<file path="src/rtl/cc_pkg.sv">
`default_nettype none
// ============================================================================
// Module      : cc_pkg
// Description : Shared widths and loader state type for the Code Calculator
//               operand loader.
// Revision    : 1.0 - initial release
// ============================================================================
package cc_pkg;

    localparam int NIBBLE_W = 4;
    localparam int OPT_W    = 3;
    localparam int RES_W    = 9;
    localparam int NUM_OPND = 4;

    typedef enum logic [1:0] {
        LOAD = 2'd0,
        EVAL = 2'd1,
        HOLD = 2'd2
    } cc_ld_state_t;

endpackage
`default_nettype wire

</file>
<file path="src/rtl/cc_gap_timer.sv">
`default_nettype none
// ============================================================================
// Module      : cc_gap_timer
// Description : Counts idle cycles inside a partial frame and flags expiry
//               on the cycle the count would reach TIMEOUT_CYC.
//               Built only when CC_LOADER_TIMEOUT_EN is defined.
// Revision    : 1.0 - initial release
// ============================================================================
`ifdef CC_LOADER_TIMEOUT_EN
module cc_gap_timer #(
    parameter int unsigned TIMEOUT_CYC = 15
) (
    input  logic clk,
    input  logic rst,
    input  logic clr,
    input  logic inc,
    output logic expire
);

    localparam int unsigned        c_cnt_w = (TIMEOUT_CYC < 2) ? 1 : $clog2(TIMEOUT_CYC);
    localparam logic [c_cnt_w-1:0] c_last  = c_cnt_w'(TIMEOUT_CYC - 1);

    logic [c_cnt_w-1:0] r_cnt;

    // Expiry fires on the increment that would complete the gap, so the
    // counter never has to hold TIMEOUT_CYC itself.
    assign expire = inc && (r_cnt == c_last);

    always_ff @(posedge clk or posedge rst) begin
        if (rst) begin
            r_cnt <= '0;
        end else if (clr || expire) begin
            r_cnt <= '0;
        end else if (inc) begin
            r_cnt <= r_cnt + 1'b1;
        end
    end

endmodule
`endif
`default_nettype wire

</file>
<file path="src/rtl/cc_operand_loader.sv">
`default_nettype none
// ============================================================================
// Module      : cc_operand_loader
// Description : Assembles four operand nibbles plus opcode for the CC core,
//               captures its result and holds it under valid/ready.
//               Optional partial-frame timeout: CC_LOADER_TIMEOUT_EN.
// Revision    : 1.0 - initial release
// ============================================================================
module cc_operand_loader
    import cc_pkg::*;
#(
    parameter int unsigned TIMEOUT_CYC = 15
) (
    input  logic                clk,
    input  logic                rst,
    input  logic                in_valid,
    input  logic [NIBBLE_W-1:0] in_data,
    input  logic [OPT_W-1:0]    in_opt,
    output logic                in_ready,
    output logic [NIBBLE_W-1:0] in_n0,
    output logic [NIBBLE_W-1:0] in_n1,
    output logic [NIBBLE_W-1:0] in_n2,
    output logic [NIBBLE_W-1:0] in_n3,
    output logic [OPT_W-1:0]    opt,
    input  logic [RES_W-1:0]    out_n,
    output logic                res_valid,
    output logic [RES_W-1:0]    res_data,
    input  logic                res_ready,
    output logic                busy,
    output logic                frame_err
);

    cc_ld_state_t        r_state;
    logic [1:0]          r_cnt;
    logic [NIBBLE_W-1:0] r_opnd [NUM_OPND];
    logic [OPT_W-1:0]    r_opt;
    logic [RES_W-1:0]    r_res;
    logic                w_accept;
    logic                w_expire;

    assign w_accept = in_valid && (r_state == LOAD);

    always_ff @(posedge clk or posedge rst) begin
        if (rst) begin
            r_state <= LOAD;
            r_cnt   <= '0;
            r_opt   <= '0;
            r_res   <= '0;
            for (int i = 0; i < NUM_OPND; i++) begin
                r_opnd[i] <= '0;
            end
        end else begin
            case (r_state)
                LOAD: begin
                    if (w_accept) begin
                        r_opnd[r_cnt] <= in_data;
                        if (r_cnt == 2'd0) begin
                            r_opt <= in_opt;
                        end
                        // 2-bit count wraps to 0 on the fourth nibble
                        r_cnt <= r_cnt + 2'd1;
                        if (r_cnt == 2'd3) begin
                            r_state <= EVAL;
                        end
                    end else if (w_expire) begin
                        r_cnt <= '0;
                        r_opt <= '0;
                        for (int i = 0; i < NUM_OPND; i++) begin
                            r_opnd[i] <= '0;
                        end
                    end
                end
                EVAL: begin
                    r_res   <= out_n;
                    r_state <= HOLD;
                end
                HOLD: begin
                    if (res_ready) begin
                        r_state <= LOAD;
                    end
                end
                default: begin
                    r_state <= LOAD;
                end
            endcase
        end
    end

`ifdef CC_LOADER_TIMEOUT_EN
    logic w_in_partial;
    logic w_gap_inc;
    logic w_gap_clr;
    logic r_frame_err;

    assign w_in_partial = (r_state == LOAD) && (r_cnt != 2'd0);
    assign w_gap_inc    = w_in_partial && !in_valid;
    assign w_gap_clr    = !w_in_partial || w_accept;

    cc_gap_timer #(
        .TIMEOUT_CYC (TIMEOUT_CYC)
    ) u_gap_timer (
        .clk    (clk),
        .rst    (rst),
        .clr    (w_gap_clr),
        .inc    (w_gap_inc),
        .expire (w_expire)
    );

    always_ff @(posedge clk or posedge rst) begin
        if (rst) begin
            r_frame_err <= 1'b0;
        end else begin
            r_frame_err <= w_expire;
        end
    end

    assign frame_err = r_frame_err;
`else
    logic w_unused_timeout;

    assign w_expire         = 1'b0;
    assign frame_err        = 1'b0;
    assign w_unused_timeout = ^TIMEOUT_CYC;
`endif

    // Handshake outputs come from registered state only.
    assign in_ready  = (r_state == LOAD);
    assign res_valid = (r_state == HOLD);
    assign busy      = (r_state != LOAD) || (r_cnt != 2'd0);

    assign in_n0    = r_opnd[0];
    assign in_n1    = r_opnd[1];
    assign in_n2    = r_opnd[2];
    assign in_n3    = r_opnd[3];
    assign opt      = r_opt;
    assign res_data = r_res;

endmodule
`default_nettype wire

</file>
<file path="config.mk">
export PLATFORM = sky130hd
export DESIGN_NAME = cc_operand_loader
export DESIGN_NICKNAME = d
export VERILOG_FILES = /design/src/rtl/cc_pkg.sv /design/src/rtl/cc_gap_timer.sv /design/src/rtl/cc_operand_loader.sv
export SDC_FILE = /design/constraint.sdc
export NUM_CORES = 1
export LEC_CHECK = 0
export CAP_MARGIN = 10
export CORE_ASPECT_RATIO = 0.6
export CORE_MARGIN = 2
export CORE_UTILIZATION = 45
export DETAILED_ROUTE_END_ITERATION = 8
export PLACE_DENSITY = 0.83
export SYNTH_ARGS = -nofsm -noshare
export SYNTH_HDL_FRONTEND = slang
export SYNTH_SLANG_ARGS = --single-unit
</file>
<file path="constraint.sdc">
create_clock -name clk -period 4.4 [get_ports clk]
set_clock_uncertainty 0.2 [all_clocks]
set_input_delay 1.1 -clock clk [delete_from_list [all_inputs] [get_ports clk]]
set_output_delay 1.1 -clock clk [all_outputs]
set_load 0.05 [all_outputs]
</file>
==> impl_metrics.ini, run 1 <==
[global_routing]
grt_usage_pct = 18.4
grt.overflow.total = 0
grt_pass1_wl_um = 4320
grt_antenna_before_repair = 0
grt_pass1_vias = 857
grt_max_degree = 33

[yosys]
yosys_warnings = 0
postSynthAreaPerCell_um2 = 15.4
synth_cell_types = 15
ys_seq_elements = 32
ys_seq_area_share_pct = 61.1
synth_cells = 85
syn-cell-area_um2 = 1310
synthesis.nets = 109

[clock_network]
cts_resized = 0
postCtsHoldBufs = 0
post-cts-setup-buffer-count = 0
htreeDepth = 2
cts_num_sinks = 32
cts_tree = built
clk_latency_ns = 0.28
numCtsBuffers = 5
cts.path.max_buffers = 2
clk_pin_slew_worst_paths_ns = 0.06
cts-root-buf = clkbuf_8

[timing]
period_share_pct = 71.7
finalSetupViolCount = 0
tightest_slew_ns = 0.859
fmax_ghz = 0.317
max_slew_margin_pct = 42.0
hold_violations = 0
setup-tns-final_ns = 0
fin_crit_ns = 3.16
rsz0062_at_grt = no
finalMaxSlewViolations = 0

[critical_path]
rr_worst_depth = 3
arrival_ns = 1.86
crit_type = register to output pin
critical_path_required_ns = 3.10
cp_max_fo = 3
r2r_start = r_cnt[1]$_DFFE_PP0P_
r2r_setup_slack_ns = 2.41
cp-end-kind = output pin
critPathLaunchType = register
cp_slowest_cell = clkdlybuf4s50_1
worstReg2RegEnd = in_n3[3]$_DFFE_PP0P_
cp_cell_sequence = inv_1 > ha_1 > nand2_1 > clkdlybuf4s50_1
max_stage_delay_ns = 0.80

[hold_path]
worstHoldStart = res_data[2]$_DFFE_PP0N_
min_path_cells = 1
hold_end = res_data[2]$_DFFE_PP0N_
hold_class = register to register

[route]
avgRoutedWirePerCell_um = 15.5
via_per_inst = 4.87
drc = 0
ant_nets = 0
drt_wl_total_um = 2710
drt_iter0_drc = 42
drt_pass1_iterations = 4
routed-via-count = 852

[layout]
diodes = 0
final_nets = 164
n_fill_cell = 208
syn_to_final_growth_pct = 50.2
drive_gt1_share_pct = 27.0

[die]
fp.dieW_um = 73.7
die_h_um = 45.8
rows = 15
initial_core_util_pct = 46.5
dieArea_um2 = 3370
io_pins = 52
core-area_um2 = 2820

[placement]
dp_hpwl_um = 2050
portBuffers = 50
gp_congestion = 0.714

[run]
cap_violations = 0

[status]
outcome = finished clean
[critical path, delay by kind of cell (launching register included)]
family,cells,cell delay (ns)
buffers and inverters,2,0.90
DFF,1,0.37
adders and majority gates,1,0.23
and+or+nand+nor,1,0.07
[routing by layer]
| layer | global-route usage, % | share of wire (%) | vias up |
|---|---|---|---|
| met4 | 7.64 | 1.0 | 0 |
| met1 | 24.8 | 47 | 405 |
| met2 | 27.1 | 44 | 40 |
| met3 | 7.08 | 8.2 | 4 |
| li1 | - | - | 403 |
| met5 | 0 | 0 | - |
[stage by stage]
stage               utilization (%)  cells  hold slack (ns)  setup slack [ns]  instance area (um^2)
CTS                            68.9    174            0.307              1.23                  1940
global route                   69.9    175            0.328              1.15                  1970
global placement               65.1    166            0.287              1.32                  1830
finish                         69.9    175            0.303              1.24                  1970
floorplan                         -     85            0.334              1.45                  1310
detailed placement             65.1    166            0.293              1.26                  1830
[flip-flops by register name, indices dropped and copies added (netlist names)]
name      flops
res_data      9
in_n0         4
in_n1         4
in_n2         4
in_n3         4
opt           3
r_cnt         2
r_state       2
[worst max path at each step]
stage	startpoint	endpoint	slack [ns]	cells past startpoint
floorplan	r_state[1]$_DFFE_PP0P_	busy	1.45	2
global placement	in_valid	in_n3[2]$_DFFE_PP0P_	1.32	3
detailed placement	in_valid	in_n3[1]$_DFFE_PP0P_	1.26	3
CTS	r_cnt[0]$_DFFE_PP0P_	busy	1.23	4
global route	r_cnt[1]$_DFFE_PP0P_	busy	1.15	4
finish	r_cnt[0]$_DFFE_PP0P_	busy	1.24	4
[cell type report]
type / count / area [um^2] / area share [%]
Multi-Input combinational cell: 45 / 467 / 23.7
Inverter: 4 / 15.0 / 0.763
Timing Repair Buffer: 52 / 536 / 27.2
Sequential cell: 32 / 801 / 40.7
Tap cell: 34 / 42.5 / 2.16
Clock inverter: 2 / 35.0 / 1.78
Clock buffer: 6 / 72.6 / 3.69
[layout by cell type (no fill, tap or decap), drive strengths merged]
| cell | n |
|---|---|
| and4bb | 2 |
| nor4bb | 2 |
| clkbuf | 6 |
| clkinv | 1 |
| conb | 1 |
| mux2 | 29 |
| xnor2 | 1 |
| clkdlybuf4s50 | 50 |
| ha | 4 |
| nor3b | 1 |
| o21ai | 1 |
| nand2 | 1 |
| bufinv | 1 |
| inv | 4 |
| nand2b | 2 |
| buf | 2 |
| nor2 | 1 |
| dfrtp | 32 |
[cells by family after synthesis]
group           synth area share, %
compound gates                0.382
xor+xnor                      0.669
fa+ha+maj                      3.82
buf+inv                        3.25
flops                          61.1
mux                            24.9
other cells                   0.286
simple gates                   5.54
[cell usage after synthesis]
cell | count | share of area (%)
and4bb_1 | 2 | 1.9
buf_2 | 1 | 0.38
buf_4 | 3 | 1.7
conb_1 | 1 | 0.29
dfrtp_1 | 32 | 61
ha_1 | 4 | 3.8
inv_1 | 4 | 1.1
mux2_2 | 29 | 25
nand2_1 | 1 | 0.29
nand2b_1 | 2 | 0.95
nor2_1 | 1 | 0.29
nor3b_1 | 1 | 0.57
nor4bb_1 | 2 | 1.5
o21ai_0 | 1 | 0.38
xnor2_1 | 1 | 0.67
Power of run 1 is not shown: default switching activity piles up to over one toggle a cycle in this logic, so the estimate is an artifact.
==> run 2: changes to the inputs <==
- CORE_UTILIZATION: 45 -> 42
- PLACE_DENSITY: 0.83 -> 0.78
- clock period: 4.4 -> 3.25 ns (I/O delays scaled with it)
==> impl_metrics.ini, run 2 (synthesis gave the netlist of run 1 again) <==
[global_routing]
grt_pass1_vias = 943
grt.overflow.total = 0
grt_max_degree = 33
grt_pass1_wl_um = 4660
grt_antenna_before_repair = 0
grt_usage_pct = 18.0

[die]
rows = 15
die_h_um = 47.3
dieArea_um2 = 3600
initial_core_util_pct = 44.7
fp.dieW_um = 76.1
core-area_um2 = 2930
io_pins = 52

[layout]
largest_reg_flops = 9
layout_commonest_cell = clkdlybuf4s50_1
final_nets = 165
drive_gt1_share_pct = 26.8
syn_to_final_growth_pct = 48.7
most-common-layout-cells = 50 x clkdlybuf4s50_1, 32 x dfrtp_1, 29 x mux2_2
diodes = 0

[timing]
max_slew_margin_pct = 65.1
fmax_ghz = 0.353
fin_crit_ns = 2.83
hold_violations = 0
period_share_pct = 87.1
tightest_slew_ns = 0.522
rsz0062_at_grt = no
setup-tns-final_ns = 0
finalSetupViolCount = 0
finalMaxSlewViolations = 0

[placement]
gp_congestion = 0.657
dp_hpwl_um = 2160
portBuffers = 50

[clock_network]
cts.path.max_buffers = 2
cts_resized = 0
postCtsHoldBufs = 0
clk_latency_ns = 0.28
post-cts-setup-buffer-count = 0
htreeDepth = 2
clk_pin_slew_worst_paths_ns = 0.06
numCtsBuffers = 5
cts_num_sinks = 32
cts_tree = built
cts-root-buf = clkbuf_8

[route]
drt_pass1_iterations = 3
drt_iter0_drc = 26
ant_nets = 0
via_per_inst = 4.66
drc = 0
avgRoutedWirePerCell_um = 15.7
routed-via-count = 857
drt_wl_total_um = 2890

[critical_path]
r2r_start = r_cnt[0]$_DFFE_PP0P_
arrival_ns = 1.82
cp_max_fo = 3
r2r_setup_slack_ns = 1.42
worstReg2RegEnd = opt[1]$_DFFE_PP0P_
rr_worst_depth = 5
critical_path_required_ns = 2.24
crit_type = register to output pin
cp-end-kind = output pin
critPathLaunchType = register

[hold_path]
worstHoldStart = in_n2[2]$_DFFE_PP0P_
hold_end = in_n2[2]$_DFFE_PP0P_
min_path_cells = 1
hold_class = register to register

[run]
cap_violations = 0

[status]
outcome = finished clean
-- run 2: cell type report --
cell class | count | area [um^2]
clock buffer | 8 | 90.1
inverter | 4 | 15.0
timing repair buffer | 53 | 523
fill | 237 | 980
tap | 42 | 52.6
sequential | 32 | 801
multi-input combinational | 45 | 467
-- run 2: worst max path at each step --
stage                                start                   end  cells after the start
global placement                  in_valid  in_n0[2]$_DFFE_PP0P_                      4
global route          r_cnt[0]$_DFFE_PP0P_                  busy                      4
floorplan           r_state[1]$_DFFE_PP0P_                  busy                      2
detailed placement                in_valid    opt[1]$_DFFE_PP0P_                      4
finish                r_cnt[0]$_DFFE_PP0P_                  busy                      4
CTS                   r_cnt[0]$_DFFE_PP0P_                  busy                      4
-- run 2: routing by layer --
layer  GRT usage [%]  vias up  routed length [um]
met1            21.2      415                1250
met2            30.9       36                1400
met5               0        -                   0
met4            8.36        0                  31
li1                -      401                   -
met3            6.92        5                 205
-- run 2: critical path, cell delays in order, from the launching register on --
cell and delay (ns):
dfrtp_1 0.39, inv_1 0.10, ha_1 0.21, nand2_1 0.05
clkdlybuf4s50_1 0.79
-- run 2: stage by stage --
stage                     worst slack (ns)  hold slack, ns  cells  utilization, %  cell area, um^2
after floorplan                      0.592           0.334     85               -             1310
after global placement               0.749           0.288    176            63.5             1860
after detailed placement             0.678           0.291    176            63.5             1860
after CTS                            0.395           0.309    184            66.5             1950
after global routing                 0.304           0.335    184            66.5             1950
final                                0.419           0.303    184            66.5             1950
Power of run 2 is left out for the same reason.
